===== src/rtl/fly_formation_ctrl.sv =====
// Enemy formation controller: spawns, marches and retires flies, drives the sprite buses.
// Optional FLY_SPEEDUP_EN shortens the march divisor as the formation thins out.
module fly_pos_lane #(
  parameter int COL       = 0,
  parameter int ROW       = 0,
  parameter int SPACING_X = 48,
  parameter int SPACING_Y = 40,
  parameter int POS_W     = 16
) (
  input  logic [POS_W-1:0] org_x,
  input  logic [POS_W-1:0] org_y,
  output logic [9:0]       x,
  output logic [9:0]       y
);
  logic [POS_W-1:0] sx, sy;
  assign sx = org_x + POS_W'(COL * SPACING_X);
  assign sy = org_y + POS_W'(ROW * SPACING_Y);
  assign x  = sx[9:0];
  assign y  = sy[9:0];
endmodule

module fly_formation_ctrl #(
  parameter int FLY_COUNT = 16,
  parameter int COLS      = 4,
  parameter int ORG_X0    = 160,
  parameter int ORG_Y0    = 40,
  parameter int SPACING_X = 48,
  parameter int SPACING_Y = 40,
  parameter int STEP_X    = 4,
  parameter int DROP_Y    = 16,
  parameter int STEP_DIV  = 8,
  parameter int X_MAX     = 639,
  parameter int Y_LIMIT   = 400,
  localparam int IDX_W    = (FLY_COUNT > 1) ? $clog2(FLY_COUNT) : 1,
  localparam int CNT_W    = $clog2(FLY_COUNT + 1)
) (
  input  logic                    clk,
  input  logic                    rst,
  input  logic                    frame_tick,
  input  logic                    start,
  input  logic                    hit_valid,
  input  logic [IDX_W-1:0]        hit_idx,
  output logic [10*FLY_COUNT-1:0] fly_x_flat,
  output logic [10*FLY_COUNT-1:0] fly_y_flat,
  output logic [FLY_COUNT-1:0]    fly_alive,
  output logic [CNT_W-1:0]        alive_count,
  output logic                    wave_clear,
  output logic                    reached_bottom
);
  localparam int ROWS   = (FLY_COUNT + COLS - 1) / COLS;
  localparam int FORM_W = (COLS - 1) * SPACING_X + 32;
  localparam int FORM_H = (ROWS - 1) * SPACING_Y + 32;
  localparam int TICK_W = (STEP_DIV > 1) ? $clog2(STEP_DIV) : 1;
  localparam int POS_W  = 16;

  typedef enum logic [2:0] {S_IDLE, S_SPAWN, S_MARCH, S_CLEAR, S_HALT} state_t;

  state_t               state, state_n;
  logic [POS_W-1:0]     org_x, org_x_n, org_y, org_y_n;
  logic                 dir_left, dir_left_n;
  logic [FLY_COUNT-1:0] alive_n;
  logic [TICK_W-1:0]    tick_cnt, tick_cnt_n;
  logic [IDX_W-1:0]     spawn_idx, spawn_idx_n;
  logic [CNT_W-1:0]     pop;
  logic                 hit_ok;
  int                   div_eff;

  always_comb begin
    pop = '0;
    for (int i = 0; i < FLY_COUNT; i++) pop = pop + CNT_W'(fly_alive[i]);
  end

  always_comb begin
    div_eff = STEP_DIV;
`ifdef FLY_SPEEDUP_EN
    if (int'(alive_count) > FLY_COUNT / 2)      div_eff = STEP_DIV;
    else if (int'(alive_count) > FLY_COUNT / 4) div_eff = (STEP_DIV / 2 > 1) ? STEP_DIV / 2 : 1;
    else                                        div_eff = 1;
`endif
  end

  // Unspawned flies read as dead, so this also rejects hits on them.
  assign hit_ok = hit_valid && (int'(hit_idx) < FLY_COUNT) && fly_alive[hit_idx] &&
                  (state == S_SPAWN || state == S_MARCH);

  always_comb begin
    state_n     = state;
    org_x_n     = org_x;
    org_y_n     = org_y;
    dir_left_n  = dir_left;
    alive_n     = fly_alive;
    tick_cnt_n  = tick_cnt;
    spawn_idx_n = spawn_idx;
    if (hit_ok) alive_n[hit_idx] = 1'b0;
    case (state)
      S_IDLE, S_HALT: begin
        if (start) begin
          state_n     = S_SPAWN;
          org_x_n     = POS_W'(ORG_X0);
          org_y_n     = POS_W'(ORG_Y0);
          dir_left_n  = 1'b0;
          alive_n     = '0;
          spawn_idx_n = '0;
          tick_cnt_n  = '0;
        end
      end
      S_SPAWN: begin
        if (frame_tick) begin
          alive_n[spawn_idx] = 1'b1;
          if (int'(spawn_idx) == FLY_COUNT - 1) begin
            state_n    = S_MARCH;
            tick_cnt_n = '0;
          end else begin
            spawn_idx_n = spawn_idx + IDX_W'(1);
          end
        end
      end
      S_MARCH: begin
        if (alive_count == '0 && fly_alive == '0) begin
          state_n = S_CLEAR;
        end else if (frame_tick) begin
          // >= so a divisor that shrinks below the running count steps at once
          if (int'(tick_cnt) >= div_eff - 1) begin
            tick_cnt_n = '0;
            if (dir_left ? (int'(org_x) < STEP_X)
                         : (int'(org_x) + STEP_X + FORM_W - 1 > X_MAX)) begin
              org_y_n    = org_y + POS_W'(DROP_Y);
              dir_left_n = ~dir_left;
              if (int'(org_y) + DROP_Y + FORM_H > Y_LIMIT) state_n = S_HALT;
            end else if (dir_left) begin
              org_x_n = org_x - POS_W'(STEP_X);
            end else begin
              org_x_n = org_x + POS_W'(STEP_X);
            end
          end else begin
            tick_cnt_n = tick_cnt + TICK_W'(1);
          end
        end
      end
      S_CLEAR: state_n = S_IDLE;
      default: state_n = S_IDLE;
    endcase
  end

  always_ff @(posedge clk or posedge rst) begin
    if (rst) begin
      state          <= S_IDLE;
      org_x          <= POS_W'(ORG_X0);
      org_y          <= POS_W'(ORG_Y0);
      dir_left       <= 1'b0;
      fly_alive      <= '0;
      alive_count    <= '0;
      tick_cnt       <= '0;
      spawn_idx      <= '0;
      wave_clear     <= 1'b0;
      reached_bottom <= 1'b0;
    end else begin
      state          <= state_n;
      org_x          <= org_x_n;
      org_y          <= org_y_n;
      dir_left       <= dir_left_n;
      fly_alive      <= alive_n;
      alive_count    <= pop;
      tick_cnt       <= tick_cnt_n;
      spawn_idx      <= spawn_idx_n;
      wave_clear     <= (state_n == S_CLEAR);
      reached_bottom <= (state_n == S_HALT);
    end
  end

  for (genvar i = 0; i < FLY_COUNT; i++) begin : g_lane
    fly_pos_lane #(
      .COL(i % COLS), .ROW(i / COLS), .SPACING_X(SPACING_X), .SPACING_Y(SPACING_Y), .POS_W(POS_W)
    ) u_lane (
      .org_x(org_x), .org_y(org_y),
      .x(fly_x_flat[i*10 +: 10]), .y(fly_y_flat[i*10 +: 10])
    );
  end
endmodule


===== config.mk =====
export PLATFORM = sky130hd
export DESIGN_NAME = fly_formation_ctrl
export DESIGN_NICKNAME = d
export VERILOG_FILES = /design/src/rtl/fly_formation_ctrl.sv
export SDC_FILE = /design/constraint.sdc
export NUM_CORES = 1
export LEC_CHECK = 0
export CELL_PAD_IN_SITES_DETAIL_PLACEMENT = 1
export CELL_PAD_IN_SITES_GLOBAL_PLACEMENT = 1
export CORE_MARGIN = 4
export CORE_UTILIZATION = 32
export DETAILED_ROUTE_END_ITERATION = 12
export PLACE_DENSITY = 0.89
export SETUP_SLACK_MARGIN = 0.3
export SLEW_MARGIN = 30
export SYNTH_ARGS = -nofsm -noshare
export SYNTH_HDL_FRONTEND = slang
export SYNTH_HIERARCHICAL = 1
export SYNTH_SLANG_ARGS = --single-unit

===== constraint.sdc =====
create_clock -name clk -period 6.67 [get_ports clk]
set_clock_uncertainty 0.15 [all_clocks]
set_input_delay 1.0005 -clock clk [delete_from_list [all_inputs] [get_ports clk]]
set_output_delay 1.0005 -clock clk [all_outputs]
set_load 0.02 [all_outputs]

==> impl_results.md <==
- Outcome: finished, final reports clean
- Slew HR: 0.4034
- Top-count cell post-synth: buf_4
- Final min period: 4026 ps
- Unrepaired setup endpoints after global routing: false
- # rows: 55
- First-pass GRT wire length: 37820 um
- Worst Max-Slew Pin Slew: 872.4 ps
- # hold bufs at CTS: 0
- Final period util: 0.6037
- Startpoint class of the critical path: flop
- Starting Density: 0.3289
- Area Overhead vs Synth: 32.07%
- DRT iter0 DRCs: 302
- CTS tree: built
- Final setup viols: 0
- Top post-synthesis cells by area: dfrtp_1 (19%), buf_4 (17%), xnor2_1 (9.0%), ha_1 (6.8%), inv_1 (4.0%)
- Setup total negative slack: 0 ps
- Gr ovfl total: 0
- Final hold viol count: 0
- Routability cong.: 0.8779
- Max Freq: 248.4 MHz
- Hpwl dp: 17390 um
- Ant. Diodes: 0
- Placed inst area: 9594 sq um
- Setup slack, reg-to-reg: 3030 ps
- CORE AREA: 22850 sq um
- Htree depth: 3
- Drt pass-1 iters: 4
- DRC violations left: 0
- Vias: 7004
- Finished Cell Area: 9923 sq um
- Via density: 4.967
- Post-synth ARST share: 1.000
- Post-Route WL: 23890 um
- Reg2reg start: fly_alive[0]
- Required time worst endpoint: 5520 ps
- Synth Instances: 919
- Chip height: 161.2 um
- CTS Buffer Depth: 2
- Worst-case vdd ir drop: 0.2923 mV
- Cell Area, Synth: 7513 sq um
- Main synth FF type: dfrtp_1
- Dominant cell type by area after synthesis: dfrtp_1
- Max Slew Vio Count: 0
- Root buf cell: clkbuf_16
- Min-delay src: tick_cnt[2]
- Final #Nets: 1152
- Pwr dens: 245.4 nW/um^2
- Total track usage: 0.1731
- CTS Buf Count: 9
- Critical path class: flop to output pin
- Post-CTS Setup Bufs: 0
- Clk Latency, worst-skew pair: 340 ps
- Min-Delay Path Class: flop to flop
- Post-synth cell types: 77
- I/O pin count: 352
- WP data arrival: 2880 ps
- Maxcap violations: 0
- Largest net degree at the start of global routing: 62
- Port bufs: 271
- Pleak: 4.174 nW
- Number of global-route vias before repair: 7105
- Clock transition at path regs: 60 ps
- Initial antenna violation count: 0
- Die X: 161.2 um
- Syn Area/Cell: 8.176 sq um
- Fraction of layout cells with a size suffix above 1: 0.06746
- Crit-path max FO: 36
- Fill cells: 2750
- Full die area: 26000 sq um
- Top cell type's share of synthesized area: 0.1898
- DRT antenna net count: 0
- CP startpoint: org_y[3]
- Top cells by count, synth: buf_4 (174), inv_1 (81), xnor2_1 (77), a21oi_1 (57), dfrtp_1 (57)
- Synthesized flop and latch total: 61
- Post-synth EDFFs: 0
- DR WL/cell: 16.94 um
- Crit. End Element: output pin
- Yosys warning total: 6
- Seq/Total Area, Yosys: 0.2038
- Post-CTS Resized: 0
- Clock sink count: 61
kinds of logic (layout without fill, tap and decap cells):
kind of cell               count (synthesis)  in the layout  synth area share
DFF                                       61             61            0.2038
buffers and inverters                    279            378            0.2275
and+or+nand+nor                          225            225            0.1609
adders and majority gates                 51             51           0.09492
muxes                                      6              6          0.009825
other                                      1             80         0.0004991
xor gates and xnor gates                 107            107            0.1247
AOI/OAI and AO/OA                        189            189            0.1779
stage by stage:
| stage | setup WS, ps | util | std cells | hold slack [ps] | total power [mW] |
|---|---|---|---|---|---|
| floorplan | 3139 | - | 998 | 368.7 | 1.520 |
| global placement | 3010 | 0.4197 | 1394 | 382.2 | 1.847 |
| detailed placement | 2968 | 0.4199 | 1394 | 398.0 | 1.942 |
| CTS | 2603 | 0.4337 | 1410 | 406.2 | 2.464 |
| global route | 2398 | 0.4343 | 1410 | 428.4 | 2.641 |
| finish | 2644 | 0.4343 | 1410 | 406.0 | 2.435 |
report_power, final:
group / switching, mW / total (mW) / internal, mW
Clock: 0.182 / 0.507 / 0.325
Sequential: 0.131 / 0.593 / 0.463
Combinational: 0.750 / 1.33 / 0.585
path summary, 6_finish.rpt:
path | to | depth (start not counted)
hold reg to reg | tick_cnt[2] | 2
setup / recovery | fly_y_flat[159] | 6
max in group asynchronous | org_y[7] | 3
setup reg to reg | alive_count[4] | 11
hold / removal | tick_cnt[2] | 2
min in group asynchronous | org_x[2] | 3
state kept, by name (all words and copies together), names as in the netlist:
register,cells
alive_count,5
dir_left,1
fly_alive,16
org_x,14
org_y,13
reached_bottom,1
spawn_idx,4
state,3
tick_cnt,3
wave_clear,1
metal layers:
layer  vias up  part of all wire  GRT usage
li1       3244                 -          -
met1      3470              0.40     0.2040
met2       245              0.53     0.3202
met3        45             0.050    0.02705
met4         0             0.027    0.05661
met5         -                 0          0
layout by cell type (no fill, tap or decap), drive strengths merged, types with 10 or more instances in the layout:
cell type,count
a21oi,62
fa,10
or4,13
conb,80
o31ai,13
buf,10
nand3b,10
o21ai,52
nand3,28
clkdlybuf4s50,271
ha,41
xor2,30
nor2,40
inv,81
dfrtp,57
nand2,53
xnor2,77
nor3,16
nand2b,12
critical path: stages, from the launching register on:
cell,delay (ps)
dfstp_2,980
inv_1,150
ha_1,270
nor3b_1,170
nor2_1,160
xor2_1,180
clkdlybuf4s50_1,630
final cells by class:
type / count / area, sq um / share of cell area
Tap cell: 313 / 391.6 / 0.03947
Multi-Input combinational cell: 658 / 4579 / 0.4615
Clock inverter: 7 / 90.09 / 0.009078
Timing Repair Buffer: 281 / 2788 / 0.2809
Inverter: 81 / 304.0 / 0.03064
Sequential cell: 61 / 1545 / 0.1557
Clock buffer: 9 / 225.2 / 0.02270
No activity file was read; power rests on OpenSTA's default activity.
